===== config.mk =====
export PLATFORM = sky130hd
export DESIGN_NAME = perip_pwm_multi
export DESIGN_NICKNAME = d
export VERILOG_FILES = /design/src/rtl/perip_pwm_multi.sv
export SDC_FILE = /design/constraint.sdc
export NUM_CORES = 2
export LEC_CHECK = 0
export CORE_ASPECT_RATIO = 0.7
export CORE_MARGIN = 5
export CORE_UTILIZATION = 45
export DETAILED_ROUTE_END_ITERATION = 16
export DONT_BUFFER_PORTS = 1
export HOLD_SLACK_MARGIN = 0.12
export MAX_ROUTING_LAYER = met4
export PLACE_DENSITY = 0.63
export SYNTH_ARGS = -nofsm -noshare
export SYNTH_HDL_FRONTEND = slang
export SYNTH_SLANG_ARGS = --single-unit

===== constraint.sdc =====
create_clock -name CLK -period 20.2 [get_ports CLK]
set_clock_uncertainty 0.15 [all_clocks]
set_input_delay 3.03 -clock CLK [delete_from_list [all_inputs] [get_ports CLK]]
set_output_delay 3.03 -clock CLK [all_outputs]
set_load 0.02 [all_outputs]

===== src/rtl/perip_pwm_multi.sv =====
// Multi-channel PWM generator driven by one shared period counter.
// Period, duty, polarity and breathing enables are double-buffered and change only at a period wrap.
module perip_pwm_multi #(
    parameter int CH_NUM = 4,
    parameter int CNT_W  = 32
) (
    input  logic                    CLK,
    input  logic                    RST_n,
    input  logic                    EN,
    input  logic [CNT_W-1:0]        FREQ_Cnt_Set,
    input  logic [CH_NUM*CNT_W-1:0] DUTY_Set,
    input  logic [CH_NUM-1:0]       POL_Set,
    input  logic [CH_NUM-1:0]       BREATH_En,
    input  logic [CNT_W-1:0]        BREATH_Step,
    input  logic                    UPDATE,
    output logic [CH_NUM-1:0]       PWM_Out,
    output logic                    PERIOD_Tick,
    output logic                    UPD_Done
);

    // Per-channel breathing ramp direction:
    //   state    | meaning
    //   DIR_UP   | duty grows by the step each wrap until it saturates at period+1
    //   DIR_DOWN | duty shrinks by the step each wrap until it saturates at 0
    typedef enum logic {
        DIR_UP   = 1'b0,
        DIR_DOWN = 1'b1
    } dir_t;

    logic [CNT_W-1:0]               cnt_q;
    logic [CNT_W-1:0]               cnt_d;
    logic [CNT_W-1:0]               per_q;
    logic [CNT_W-1:0]               per_d;
    logic [CH_NUM-1:0][CNT_W-1:0]   duty_q;
    logic [CH_NUM-1:0][CNT_W-1:0]   duty_d;
    logic [CH_NUM-1:0]              pol_q;
    logic [CH_NUM-1:0]              pol_d;
    logic [CH_NUM-1:0]              brt_en_q;
    logic [CH_NUM-1:0]              brt_en_d;
    logic [CH_NUM-1:0][CNT_W:0]     brt_q;
    logic [CH_NUM-1:0][CNT_W:0]     brt_d;
    dir_t                           dir_q [CH_NUM];
    dir_t                           dir_d [CH_NUM];
    logic                           pend_q;
    logic                           pend_d;
    logic [CH_NUM-1:0]              pwm_q;
    logic [CH_NUM-1:0]              pwm_d;
    logic [CH_NUM-1:0][CNT_W:0]     deff;
    logic                           wrap;
    logic                           load;
    logic [CNT_W:0]                 brt_lim;
    logic [CNT_W:0]                 step_x;

    // Reset gating keeps the pulses low while the block is held in reset.
    assign wrap = RST_n & EN & (cnt_q >= per_q);
    assign load = wrap & (pend_q | UPDATE);

    assign PERIOD_Tick = wrap;
    assign UPD_Done    = load;
    assign PWM_Out     = pwm_q;

    always_comb begin
        per_d    = per_q;
        duty_d   = duty_q;
        pol_d    = pol_q;
        brt_en_d = brt_en_q;
        pend_d   = pend_q;
        cnt_d    = cnt_q;

        if (load) begin
            per_d    = FREQ_Cnt_Set;
            duty_d   = DUTY_Set;
            pol_d    = POL_Set;
            brt_en_d = BREATH_En;
        end

        if (load) begin
            pend_d = 1'b0;
        end else if (UPDATE) begin
            pend_d = 1'b1;
        end

        if (!EN || wrap) begin
            cnt_d = '0;
        end else begin
            cnt_d = cnt_q + {{(CNT_W-1){1'b0}}, 1'b1};
        end
    end

    // Ramp limits follow the settings that will be in force for the coming period.
    assign brt_lim = {1'b0, per_d} + {{CNT_W{1'b0}}, 1'b1};
    assign step_x  = {1'b0, BREATH_Step};

    always_comb begin
        for (int i = 0; i < CH_NUM; i++) begin
            brt_d[i] = brt_q[i];
            dir_d[i] = dir_q[i];
            if (wrap) begin
                if (!brt_en_d[i]) begin
                    brt_d[i] = '0;
                    dir_d[i] = DIR_UP;
                end else if (step_x != '0) begin
                    if (dir_q[i] == DIR_UP) begin
                        // Compare against lim-step so the sum never needs an extra bit.
                        if ((step_x >= brt_lim) || (brt_q[i] >= (brt_lim - step_x))) begin
                            brt_d[i] = brt_lim;
                            dir_d[i] = DIR_DOWN;
                        end else begin
                            brt_d[i] = brt_q[i] + step_x;
                        end
                    end else begin
                        if (brt_q[i] <= step_x) begin
                            brt_d[i] = '0;
                            dir_d[i] = DIR_UP;
                        end else begin
                            brt_d[i] = brt_q[i] - step_x;
                        end
                    end
                end
            end
        end
    end

    always_comb begin
        for (int i = 0; i < CH_NUM; i++) begin
            deff[i]  = brt_en_q[i] ? brt_q[i] : {1'b0, duty_q[i]};
            pwm_d[i] = pol_q[i];
            if (EN) begin
                pwm_d[i] = ({1'b0, cnt_q} < deff[i]) ^ pol_q[i];
            end
        end
    end

    always_ff @(posedge CLK or negedge RST_n) begin
        if (!RST_n) begin
            cnt_q    <= '0;
            per_q    <= '0;
            duty_q   <= '0;
            pol_q    <= '1;
            brt_en_q <= '0;
            brt_q    <= '0;
            pend_q   <= 1'b0;
            pwm_q    <= '1;
            for (int i = 0; i < CH_NUM; i++) begin
                dir_q[i] <= DIR_UP;
            end
        end else begin
            cnt_q    <= cnt_d;
            per_q    <= per_d;
            duty_q   <= duty_d;
            pol_q    <= pol_d;
            brt_en_q <= brt_en_d;
            brt_q    <= brt_d;
            pend_q   <= pend_d;
            pwm_q    <= pwm_d;
            for (int i = 0; i < CH_NUM; i++) begin
                dir_q[i] <= dir_d[i];
            end
        end
    end

endmodule


==> results.cfg <==
[run_status]
outcome = completed

[routing]
met3_length_um = 27800
drt-total-wl_um = 197000
top_layer = met4
wl_per_cell_um = 32.9
wl_met1_um = 86400
drc = 0
detail-route-antenna-nets = 0
drtIter0Drc = 5738
num_vias = 39900
dr.pass1.iters = 8
routed-wl-met2_um = 72500
via_per_inst = 6.65

[sta]
slew_violations = 0
setup_tns_ps = 0
finalSetupViolations = 0
rsz0062_at_grt = no
worst_pin_slew_ps = 1440
finalCriticalPeriod_ps = 13760
fin_crit_sh_pct = 68.1
relSlewSlack_pct = 2.96
hold_viol_final = 0
max_freq_ghz = 0.0727

[clock_network]
hold_buffers = 0
cts_root_buf = clkbuf_16
tritoncts = done
clk_latency_ps = 630
clockBufferDepth = 3
cts_buffers = 42
clock-sinks = 341
cts_resized = 0
path_clk_slew_ps = 60
cts_setup_buffers = 0
htree_num_levels = 2

[hold_path]
hp-class = reg -> reg

[cells_and_area]
final_layout_size_suffix_gt1_share_pct = 5.53
seqCellArea_um2 = 8550
multi_input_area_um2 = 28700
nets = 5565
nFillCells = 8577
syn2layout_area_growth_pct = 7.57
final_cells = 6000

[yosys]
synth_cell_types = 95
syn_inst = 4884
synth-seq-area-share_pct = 21.9
synthArstFlopShare_pct = 100
synth_area_um2 = 39000
yosysWarnings = 0
ys_ff_latch = 341
postSynthAreaPerCell_um2 = 7.98
synth_nets = 5659
synthFlopType = dfrtp_1
synth-edff-count = 0

[critical_path]
critical-path-top-delay-family = compound AO/OA/AOI/OAI gates
slowest_stage = a221oi_1
max_stage_delay_ps = 820
cp-start-kind = input pin
cp_data_arrival_time_ps = 14130
worst-path-max-fanout = 64
cp-end-kind = register
crit_type = in -> reg
worstPathRequired_ps = 20570
crit_path_frequent_cell = buf_4
critPathBufInv = 4

[global_routing]
antenna_found_initial = 13
grt_max_degree = 343
groute.usage.overall_pct = 42.0
grt_overflow = 0
first_global_vias = 35400
grt_pass1_wl_um = 273000

[die]
ios = 210
die_h_um = 256
rows = 90
die-width_um = 362
die-area_um2 = 92700
start_util_pct = 45.3
core_area_um2 = 86000

[power]
leakage_nw = 20.0
power_density_nw_per_um2 = 53.4
p_total_w = 0.00224
peakVddDrop_v = 0.0000602

[placement]
placedCellCount = 5896
post-dp-hpwl_um = 154000
gp_congestion = 1.11
io_buffers = 0

[flow_run]
max_cap_viol_count = 0
## cells in the mapped netlist (61+ instances only)
master      n  area [um2]
xnor2_1   207        1810
dfrtp_1   333        8330
xor2_1     84         736
o21ai_0   233        1170
nand3_1    98         490
inv_1     239         897
a21o_1    142        1070
nor2_1    338        1270
nand2_1   674        2530
nor3_1    103         515
o21bai_1   62         465
nand4_1    85         532
a21oi_1   355        1780
clkbuf_1  214         803
nand2b_1   83         519
mux2i_1   204        2040
ha_1      562        7030
o21a_1     61         458
## layer usage
layer	vias to the layer above	track usage, %
li1	17600	-
met2	2690	52.0
met1	19300	60.5
met4	0	18.3
met5	-	-
met3	389	14.1
## final timing paths
| check | slack (ps) | from | end | depth (start not counted) |
|---|---|---|---|---|
| hold reg to reg | 310 | pol_q[1]$_DFFE_PN1N_ | pol_q[1]$_DFFE_PN1N_ | 2 |
| max in group asynchronous | 17460 | RST_n | brt_q[1]$_DFFE_PN0P_ | 0 |
| setup / recovery | 6440 | UPDATE | brt_q[91]$_DFFE_PN0P_ | 38 |
| hold / removal | 310 | pol_q[1]$_DFFE_PN1N_ | pol_q[1]$_DFFE_PN1N_ | 2 |
| setup reg to reg | 7310 | cnt_q[25]$_DFF_PN0_ | brt_q[91]$_DFFE_PN0P_ | 41 |
| min in group asynchronous | 1960 | RST_n | duty_q[121]$_DFFE_PN0N_ | 0 |
## power breakdown
part,switching [W],internal [W],total (W)
Sequential,0.0000253,0.000704,0.000729
Combinational,0.000442,0.000217,0.000660
Clock,0.000366,0.000484,0.000850
Total,0.000834,0.00140,0.00224
## final cells by class
type                    count  area share [%]
multi-input cells        4061            68.5
flip-flops and latches    341            20.4
well taps                1150            3.43
clock buffers              58            2.77
inverters                 244            2.20
repair buffers            100            1.79
clock inverters            20           0.717
diodes                     26           0.155
## state kept, by name, indices dropped and copies added, names as in the netlist
signal and cells:
pol_q 4, pend_q 1, brt_q 132, PWM_Out 4
cnt_q 32, dir_q 4, brt_en_q 4, duty_q 128
per_q 32
## cells by family after synthesis
logic type      synth area share (%)
simple gates                    20.0
flops                           21.9
xor+xnor                        6.60
compound gates                  22.5
mux                             5.62
fa+ha+maj                       18.6
buf+inv                         4.77
## cells in the final DEF, fill, tap and decap left out, types with 33 or more instances in the layout
master	count
mux2i_1	204
inv_1	238
o221ai_1	57
xnor2_1	199
a31oi_1	42
nand4_1	85
ha_1	562
nor2_1	338
o21a_1	61
a21o_1	142
o31ai_1	35
xor2_1	80
nor2b_1	51
and3_1	48
nor3_1	101
a21oi_1	355
o21ai_0	232
or3_1	33
o21bai_1	62
o211ai_1	33
nand3_1	98
nand2b_1	83
buf_4	100
a211oi_1	35
clkbuf_16	42
dfrtp_1	329
nand2_1	673
nor4_1	44
## tightest hold or removal path, cell delays in order, from the launching register on
cell and delay, ps:
dfstp_2 370, nand2_1 50, nand2_1 40
## per-stage QoR
step	setup slack, ps	hold WS [ps]	area, um2	util [%]
after floorplan	8570	288	39000	-
after global placement	6510	298	40400	46.9
after detailed placement	6400	302	40400	46.9
after CTS	7040	311	41800	48.6
after global routing	6080	325	41900	48.7
final	6440	309	41900	48.7
Note: power is estimated with default switching activity, not from simulation.
